--- config.mk ---
export PLATFORM = sky130hd
export DESIGN_NAME = fp_addr_sched_flat
export DESIGN_NICKNAME = d
export VERILOG_FILES = /design/src/rtl/grav_fp_pkg.sv /design/src/rtl/fp_addr_sched_if.sv /design/src/rtl/fp_addr.sv /design/src/rtl/fp_addr_sched.sv /design/src/flat_wrapper.sv
export SDC_FILE = /design/constraint.sdc
export NUM_CORES = 1
export LEC_CHECK = 0
export BUFFER_PORTS_ARGS = -buffer_cell sky130_fd_sc_hd__clkbuf_2
export CAP_MARGIN = 20
export CORE_MARGIN = 2
export CORE_UTILIZATION = 50
export DETAILED_ROUTE_END_ITERATION = 16
export PLACE_DENSITY = 0.78
export SLEW_MARGIN = 20
export SYNTH_ARGS = -nofsm -noshare
export SYNTH_HDL_FRONTEND = slang
export SYNTH_SLANG_ARGS = --single-unit
export TNS_END_PERCENT = 30
--- constraint.sdc ---
create_clock -name clk -period 13.4 [get_ports clk]
set_input_delay 1.34 -clock clk [delete_from_list [all_inputs] [get_ports clk]]
set_output_delay 1.34 -clock clk [all_outputs]
set_load 0.01 [all_outputs]
--- src/rtl/grav_fp_pkg.sv ---
`default_nettype none
// ============================================================================
//  Module      : grav_fp_pkg
//  Description : Shared float format (1 sign, 8 exponent, 18 mantissa,
//                bias 127) and the requester-index width helper.
//  Revision    : 1.0  initial release
// ============================================================================
package grav_fp_pkg;

    localparam int c_fp_w   = 27;
    localparam int c_exp_w  = 8;
    localparam int c_man_w  = 18;
    localparam int c_bias   = 127;
    // All-ones exponent is reserved for infinity.
    localparam int c_exp_max = 2 * c_bias + 1;

    typedef struct packed {
        logic               sign;
        logic [c_exp_w-1:0] expo;
        logic [c_man_w-1:0] man;
    } fp_t;

    // Width of an index selecting one of n items (never zero).
    function automatic int idx_w(input int n);
        return (n > 1) ? $clog2(n) : 1;
    endfunction

endpackage
`default_nettype wire

--- src/rtl/fp_addr_sched_if.sv ---
`default_nettype none
// ============================================================================
//  Module      : fp_addr_sched_if
//  Description : Request/result bundle between the requesters and the
//                shared fp_addr scheduler.
//  Ports       : req_valid/req_ready/req_a/req_b/hold  - request side
//                res_valid/res_id/res_data               - result strobe
//                busy/inflight                           - occupancy status
//  Revision    : 1.0  initial release
// ============================================================================
interface fp_addr_sched_if
    import grav_fp_pkg::*;
#(
    parameter int NREQ = 4,
    parameter int W    = c_fp_w,
    parameter int LAT  = 3
);
    logic [NREQ-1:0]            req_valid;
    logic [NREQ-1:0]            req_ready;
    logic [NREQ*W-1:0]          req_a;
    logic [NREQ*W-1:0]          req_b;
    logic                       hold;
    logic                       res_valid;
    logic [idx_w(NREQ)-1:0]     res_id;
    logic [W-1:0]               res_data;
    logic                       busy;
    logic [$clog2(LAT+2)-1:0]   inflight;

    modport master (
        output req_valid, req_a, req_b, hold,
        input  req_ready, res_valid, res_id, res_data, busy, inflight
    );

    modport slave (
        input  req_valid, req_a, req_b, hold,
        output req_ready, res_valid, res_id, res_data, busy, inflight
    );
endinterface
`default_nettype wire

--- src/rtl/fp_addr.sv ---
`default_nettype none
// ============================================================================
//  Module      : fp_addr
//  Description : Pipelined float adder, result LAT cycles after the operands.
//                Denormals are flushed to zero, rounding is truncation,
//                exponent overflow saturates to infinity.
//  Ports       : clk, rst (async, active-low), a, b (operands), sum (result)
//  Revision    : 1.0  initial release
// ============================================================================
module fp_addr
    import grav_fp_pkg::*;
#(
    parameter int LAT = 3
) (
    input  logic clk,
    input  logic rst,
    input  fp_t  a,
    input  fp_t  b,
    output fp_t  sum
);
    fp_t                w_big, w_small, w_res;
    logic [c_man_w:0]   w_mb, w_ms, w_ms_sh;
    logic [c_exp_w-1:0] w_ediff;
    logic [c_man_w+1:0] w_sum;
    logic [4:0]         w_lz;
    logic               w_hit;

    fp_t r_pipe [LAT];

    always_comb begin
        w_big   = a;
        w_small = b;
        w_res   = '0;
        w_lz    = '0;
        w_hit   = 1'b0;
        // Order by magnitude so the result sign is the larger operand's.
        if ({b.expo, b.man} > {a.expo, a.man}) begin
            w_big   = b;
            w_small = a;
        end
        w_mb    = (w_big.expo   != '0) ? {1'b1, w_big.man}   : '0;
        w_ms    = (w_small.expo != '0) ? {1'b1, w_small.man} : '0;
        w_ediff = w_big.expo - w_small.expo;
        w_ms_sh = (w_ediff > 8'(c_man_w)) ? '0 : (w_ms >> w_ediff);
        if (w_big.sign == w_small.sign)
            w_sum = {1'b0, w_mb} + {1'b0, w_ms_sh};
        else
            w_sum = {1'b0, w_mb} - {1'b0, w_ms_sh};
        for (int i = c_man_w; i >= 0; i--) begin
            if (!w_hit && w_sum[i]) begin
                w_hit = 1'b1;
                w_lz  = 5'(c_man_w - i);
            end
        end

        if (w_big.expo == '0) begin
            w_res = '0;
        end else if (w_sum[c_man_w+1]) begin
            if (w_big.expo >= c_exp_w'(c_exp_max - 1))
                w_res = {w_big.sign, {c_exp_w{1'b1}}, {c_man_w{1'b0}}};
            else
                w_res = {w_big.sign, w_big.expo + c_exp_w'(1), w_sum[c_man_w:1]};
        end else if (!w_hit || (w_big.expo <= {3'b000, w_lz})) begin
            // Exact cancellation or underflow below the normal range.
            w_res = '0;
        end else begin
            w_res = {w_big.sign, w_big.expo - {3'b000, w_lz},
                     c_man_w'(w_sum[c_man_w:0] << w_lz)};
        end
    end

    always_ff @(posedge clk or negedge rst) begin
        if (!rst) begin
            for (int i = 0; i < LAT; i++) r_pipe[i] <= '0;
        end else begin
            r_pipe[0] <= w_res;
            for (int i = 1; i < LAT; i++) r_pipe[i] <= r_pipe[i-1];
        end
    end

    assign sum = r_pipe[LAT-1];

endmodule
`default_nettype wire

--- src/rtl/fp_addr_sched.sv ---
`default_nettype none
// ============================================================================
//  Module      : fp_addr_sched
//  Description : Round-robin scheduler sharing one fp_addr among NREQ
//                requesters; a tag pipeline returns the owner id with
//                each result, in issue order.
//  Ports       : clk, rst (async, active-low), bus (fp_addr_sched_if.slave)
//  Revision    : 1.0  initial release
// ============================================================================
module fp_addr_sched
    import grav_fp_pkg::*;
#(
    parameter int NREQ = 4,
    parameter int W    = c_fp_w,
    parameter int LAT  = 3
) (
    input  logic            clk,
    input  logic            rst,
    fp_addr_sched_if.slave  bus
);
    localparam int c_idw   = idx_w(NREQ);
    localparam int c_cnt_w = $clog2(LAT+2);

    logic [c_idw-1:0]   r_ptr;
    logic [c_idw-1:0]   w_idx, w_gnt_id;
    logic               w_found, w_xfer;
    logic [NREQ-1:0]    w_ready;
    logic [W-1:0]       w_a, w_b;
    logic [W-1:0]       r_op_a, r_op_b;
    fp_t                w_sum;
    // Stage 0 is captured alongside the operand register; stages 1..LAT
    // track the adder pipeline so stage LAT lines up with its output.
    logic [LAT:0]       r_tag_v;
    logic [c_idw-1:0]   r_tag_id [LAT+1];
    logic [c_cnt_w-1:0] r_inflight;

    // First asserted requester at or after the pointer, wrapping.
    always_comb begin
        w_found  = 1'b0;
        w_gnt_id = '0;
        w_idx    = '0;
        for (int k = 0; k < NREQ; k++) begin
            w_idx = c_idw'((int'(r_ptr) + k) % NREQ);
            if (!w_found && bus.req_valid[w_idx]) begin
                w_found  = 1'b1;
                w_gnt_id = w_idx;
            end
        end
    end

    assign w_ready = (w_found && !bus.hold && rst) ? (NREQ'(1) << w_gnt_id) : '0;
    assign w_xfer  = |(bus.req_valid & w_ready);

    always_comb begin
        w_a = '0;
        w_b = '0;
        for (int i = 0; i < NREQ; i++) begin
            if (w_gnt_id == c_idw'(i)) begin
                w_a = bus.req_a[i*W +: W];
                w_b = bus.req_b[i*W +: W];
            end
        end
    end

    always_ff @(posedge clk or negedge rst) begin
        if (!rst) begin
            r_ptr  <= '0;
            r_op_a <= '0;
            r_op_b <= '0;
        end else if (w_xfer) begin
            r_ptr  <= (int'(w_gnt_id) == NREQ-1) ? '0 : w_gnt_id + c_idw'(1);
            r_op_a <= w_a;
            r_op_b <= w_b;
        end
    end

    always_ff @(posedge clk or negedge rst) begin
        if (!rst) begin
            r_tag_v <= '0;
            for (int i = 0; i <= LAT; i++) r_tag_id[i] <= '0;
        end else begin
            r_tag_v     <= {r_tag_v[LAT-1:0], w_xfer};
            // Bubbles carry id 0 so res_id reads 0 whenever res_valid is low.
            r_tag_id[0] <= w_xfer ? w_gnt_id : '0;
            for (int i = 1; i <= LAT; i++) r_tag_id[i] <= r_tag_id[i-1];
        end
    end

    always_ff @(posedge clk or negedge rst) begin
        if (!rst) begin
            r_inflight <= '0;
        end else begin
            case ({w_xfer, r_tag_v[LAT]})
                2'b10:   r_inflight <= r_inflight + c_cnt_w'(1);
                2'b01:   r_inflight <= r_inflight - c_cnt_w'(1);
                default: r_inflight <= r_inflight;
            endcase
        end
    end

    fp_addr #(.LAT(LAT)) u_fp_addr (
        .clk (clk),
        .rst (rst),
        .a   (r_op_a),
        .b   (r_op_b),
        .sum (w_sum)
    );

    assign bus.req_ready = w_ready;
    assign bus.res_valid = r_tag_v[LAT];
    assign bus.res_id    = r_tag_id[LAT];
    assign bus.res_data  = w_sum;
    assign bus.busy      = (r_inflight != '0);
    assign bus.inflight  = r_inflight;

endmodule
`default_nettype wire

--- src/flat_wrapper.sv ---
// flat-port wrapper written by rule: the top's interface ports become plain ports
module fp_addr_sched_flat import grav_fp_pkg::*;
#(
    parameter int NREQ = 4,
    parameter int W    = c_fp_w,
    parameter int LAT  = 3
)
  (clk, rst, bus_req_valid, bus_req_a, bus_req_b, bus_hold, bus_req_ready, bus_res_valid, bus_res_id, bus_res_data, bus_busy, bus_inflight);
  fp_addr_sched_if #(.NREQ(NREQ), .W(W), .LAT(LAT)) bus_i ();
  input  logic clk;
  input  logic rst;
  input wire logic [$bits(bus_i.req_valid)-1:0] bus_req_valid;
  input wire logic [$bits(bus_i.req_a)-1:0] bus_req_a;
  input wire logic [$bits(bus_i.req_b)-1:0] bus_req_b;
  input wire logic [$bits(bus_i.hold)-1:0] bus_hold;
  output wire logic [$bits(bus_i.req_ready)-1:0] bus_req_ready;
  output wire logic [$bits(bus_i.res_valid)-1:0] bus_res_valid;
  output wire logic [$bits(bus_i.res_id)-1:0] bus_res_id;
  output wire logic [$bits(bus_i.res_data)-1:0] bus_res_data;
  output wire logic [$bits(bus_i.busy)-1:0] bus_busy;
  output wire logic [$bits(bus_i.inflight)-1:0] bus_inflight;
  assign bus_i.req_valid = bus_req_valid;
  assign bus_i.req_a = bus_req_a;
  assign bus_i.req_b = bus_req_b;
  assign bus_i.hold = bus_hold;
  assign bus_req_ready = bus_i.req_ready;
  assign bus_res_valid = bus_i.res_valid;
  assign bus_res_id = bus_i.res_id;
  assign bus_res_data = bus_i.res_data;
  assign bus_busy = bus_i.busy;
  assign bus_inflight = bus_i.inflight;
  fp_addr_sched #(.NREQ(NREQ), .W(W), .LAT(LAT)) u_core (.clk(clk), .rst(rst), .bus(bus_i));
endmodule
* Yosys cells after proc, flatten, opt, wreduce, memory -nomap -nowiden *
Index checks and enable logic that the tools add are counted.

word-level totals
  input bits = 223
  latch bits = 0
  flip-flop bits (word level) = 152
  memories kept = 0
  memory bits (read-only) = 0
  memory bits (writable) = 0
  output and inout port bits = 38

cells by class
  equal/unequal tests = 7
  shift-type cells = 3
  add/sub/neg operators = 11
  reductions and logical operators = 54
  $mul = 0
  multiplexer cells = 75
  magnitude comparators = 8
  bitwise operators = 1
  div/mod/pow operators = 0

operators by type and width
  cell                 count
  $mux 27              13
  $mux 5               17
  $mux 19              3
  $mux 1               28
  $gt 26x26->1         1
  $mux 26              1
  $logic_and 1x1->1    23
  $logic_not 1->1      23
  $add 19x19->20       1
  $mux 20              1
  $sub 19x19->20       1
  $shl 19x5->18        1
  $shr 19x8->19        1
  $reduce_bool 8->1    2
  $lt 2x3->1 const B   4
  $mux 2               6
  $add 8x1->8 const B  1
  $bmux 1 s2           4
  $ge 8x8->1 const B   1
  $gt 8x5->1 const B   1
  $le 8x5->1           1
  $logic_not 8->1      1
  $sub 8x5->8          1
  $sub 8x8->8          1
  other kinds (16)     22

* Depth between registers and ports, before layout *
  depth after elaboration = 68
  mapped depth = 59
  mapped depth without buffers = 51

* By module *
A second synthesis with hierarchy kept.

unflattened totals
  cell total of the unflattened synthesis = 1570
  area total of the unflattened synthesis = 13233.9 um2

by module, submodules not included
  module         instances  area each (um2)  cells each  seq. area each (um2)
  fp_addr        1          9004.9           1080        2026.9
  fp_addr_sched  1          4229.1           490         1776.7

* Worst setup path before layout *
No wires, ideal clock.

  kind = reg2reg
  start point = reg u_core.r_op_b[18]
  end point = reg u_core.u_fp_addr.r_pipe[78] (netlist name)
  clock period less this slack = 10821 ps
  library setup time = 127 ps
  buffers on the path = 7
  required time = 13273 ps
  arrival time = 10694 ps
  stages on the path, launching flop included = 55
  setup slack = 2579 ps
  cell sequence = dfrtp_1 > ha_1 > clkbuf_1 > nand4_2 > nor4_4 > and2_1 > nor3_2 > nor2_4 > buf_4 > buf_4 > buf_4 > clkbuf_1 > a22oi_1 > ha_1 > inv_1 > a21oi_1 > a211o_1 > a21o_1 > [... 19 more ...] > a22o_1 > buf_2 > buf_2 > ha_1 > inv_1 > fa_1 > a21o_1 > a21oi_1 > inv_1 > a21oi_1 > a31oi_1 > nor2_1 > a21o_1 > nor2_1 > mux2i_1 > o221ai_1 > a211oi_1 > a21oi_1

RTL lines
  item                    line                 source
  from (decl)             fp_addr_sched.sv:29  logic [W-1:0] r_op_a, r_op_b;
  from (signal assigned)  fp_addr_sched.sv:73  r_op_b <= w_b;
  to (decl)               fp_addr.sv:28        fp_t r_pipe [LAT];

==> results_dict.tcl <==
set metrics [dict create \
    status "finished, final reports clean" \
    crit_path_top_delay_cell "nor3_2" \
    syn-instance-count 1644 \
    worst_setup_path_start_kind "flop" \
    ctsResizeCount 0 \
    routabilityCongestion 0.998 \
    synthMuxAreaShare_pct 7.88 \
    synth_top_family_by_area "compound AO/OA/AOI/OAI gates" \
    yosysWarningCount 0 \
    tightest_slew_ns 1.05 \
    nFillCells 2356 \
    synth_flop_cell "dfrtp_1" \
    antenna_found_initial 1 \
    final_cell_mix "clkbuf_2 (259), a21oi_1 (200), nand2_1 (192), nor2_1 (189), dfrtp_1 (152)" \
    reg2reg_depth 48 \
    track_usage_pct 31.4 \
    cts-root-buf "clkbuf_16" \
    die_w_um 165 \
    crit_arrival_ns 12.18 \
    via_per_inst 6.13 \
    multi_input_area_um2 8320 \
    fmax_mhz 84.3 \
    port_buffers 260 \
    cp_max_fo 40 \
    chipHeight_um 165 \
    relSlewSlack_pct 29.9 \
    rr_endpoint "u_core.u_fp_addr.r_pipe[78]" \
    floorplan.initialDensity_pct 50.4 \
    dr.pass1.iters 5 \
    num_rows 59 \
    htreeDepth 4 \
    cts_sinks 152 \
    design.core.area_um2 25800 \
    setup_ws_ns 1.54 \
    rsz0062_at_grt "false" \
    hold_buffers 0 \
    yosysUniqueCellTypes 100 \
    setup_violations 0 \
    finClkSkew_ns 0.0173 \
    synth_compound_area_share_pct 27.2 \
    async_flop_share_pct 100 \
    ctsLongestPathBuffers 2 \
    synthAdderAreaFrac_pct 6.14 \
    nets 2095 \
    ys_ff_latch 152 \
    routed_wl_mm 42.9 \
    hpwl_mm 33.2 \
    avgSynthCellArea_um2 7.90 \
    wire_per_inst_um 19.8 \
    hp-class "flop to flop" \
    clk_latency_ns 0.44 \
    critical_path_required_ns 13.71 \
    hold_ws_ns 0.344 \
    syn-cell-area_um2 13000 \
    synthXorXnorAreaFrac_pct 3.02 \
    first_iter_violations 1176 \
    cp_slowest_stage_delay_ns 0.76 \
    fin_crit_ns 11.86 \
    cp_top_family "compound AO/OA/AOI/OAI gates" \
    timing.final.crit_share_pct 88.5 \
    drive_gt1_share_pct 20.8 \
    reg2reg_slack_ns 1.54 \
    grt_remaining_overflow 0 \
    synth-edff-count 0 \
    place_ws_ns 1.77 \
    vias 13200 \
    ios 261 \
    grt_pass1_vias 12600 \
    crit_type "flop to flop" \
    final-hold-violation-count 0 \
    cp_common_cell "a21oi_1" \
    regArea_um2 3800 \
    fin_setup_tns_ns 0 \
    worstSetupEndpointType "flop" \
    syn_nets 1929 \
    die_area_um2 27300 \
    cp_num_cells 48 \
    area_delta_synth_final_pct 14.5 \
    cts_tree "done" \
    ys_seq_area_share_pct 29.3 \
    rr_startpoint "u_core.r_op_a[18]" \
    path_buf_inv 6 \
    cp-startpoint "u_core.r_op_a[18]" \
    final_common_cell "clkbuf_2" \
    slew_violations 0 \
    synthSimpleGateAreaFrac_pct 19.4 \
    cts_setup_buffers 0 \
    grt_pass1_wl_mm 67.1 \
    drcViolationCount 0 \
    cap_violations 0 \
    grt_max_degree 110 \
    endpoint "u_core.u_fp_addr.r_pipe[78]" \
    antenna_left 0 \
    numCtsBuffers 17 \
    clk_pin_slew_ns 0.07 \
]
[cell families after synthesis]
| group | count (synthesis) |
|---|---|
| AO/OA/AOI/OAI | 552 |
| AND/OR/NAND/NOR | 550 |
| buffers and inverters | 196 |
| flip-flops | 152 |
| multiplexers | 88 |
| adder cells (fa/ha/maj) | 62 |
| XOR/XNOR | 44 |
[routing by layer]
metal / vias up / routed length (µm) / GRT usage, % / part of all wire (%)
met5: - / 0 / 0 / 0
met4: 0 / 2230 / 16.9 / 5.2
met3: 124 / 2860 / 3.37 / 6.7
met2: 637 / 20700 / 53.7 / 48
met1: 6211 / 17100 / 39.1 / 40
li1: 6259 / - / - / -
[flip-flops by register name, indices dropped and copies added (netlist names)]
name,flops
u_core.u_fp_addr.r_pipe,54
u_core.r_op_a,27
u_core.r_op_b,27
u_core.u_fp_addr.sum,27
u_core.r_tag_id,6
u_core.r_tag_v,4
u_core.bus.inflight,3
u_core.bus.res_id,2
u_core.r_ptr,2
[worst min path at each step]
stage	from	end	slack [ns]	cells past startpoint
2_1_floorplan	u_core.r_tag_id[2]	u_core.bus.res_id[0]	0.33	0
3_3_place_gp	u_core.u_fp_addr.r_pipe[57]	u_core.u_fp_addr.r_pipe[30]	0.33	0
3_5_place_dp	u_core.r_tag_v[0]	u_core.r_tag_v[1]	0.33	0
4_1_cts	u_core.u_fp_addr.r_pipe[31]	u_core.u_fp_addr.sum[4]	0.35	0
5_1_grt	u_core.u_fp_addr.r_pipe[50]	u_core.u_fp_addr.sum[23]	0.35	0
6_report	u_core.u_fp_addr.r_pipe[31]	u_core.u_fp_addr.sum[4]	0.34	0
[through the flow]
stage,cell area (µm²),utilization [%],std cells
detailed placement,14200,55.3,2126
CTS,14900,57.7,2158
finish,14900,57.8,2159
global placement,14200,55.3,2126
global route,14900,57.8,2159
floorplan,13000,-,1644
[cell type report]
cell class	count	share of cell area [%]
Antenna cell	1	0.0168
Tap cell	335	2.82
Clock inverter	14	1.35
Timing Repair Buffer	279	9.75
Multi-Input combinational cell	1296	55.9
Clock buffer	18	2.95
Sequential cell	152	25.6
Inverter	64	1.62
[cells in the mapped netlist, types with 24 or more instances]
master | instances | area, µm²
a21o_1 | 26 | 195
a21oi_1 | 200 | 1000
a22oi_1 | 61 | 458
buf_4 | 33 | 248
clkbuf_1 | 72 | 270
dfrtp_1 | 152 | 3800
ha_1 | 59 | 738
inv_1 | 61 | 229
mux2i_1 | 64 | 641
nand2_1 | 192 | 721
nand3_1 | 38 | 190
nor2_1 | 189 | 709
nor3_1 | 24 | 120
o21ai_0 | 101 | 505
xnor2_1 | 25 | 219
Power is left out: the tool's default activity adds up to more than one toggle a clock period on the data nets, which glitch-free logic cannot reach.
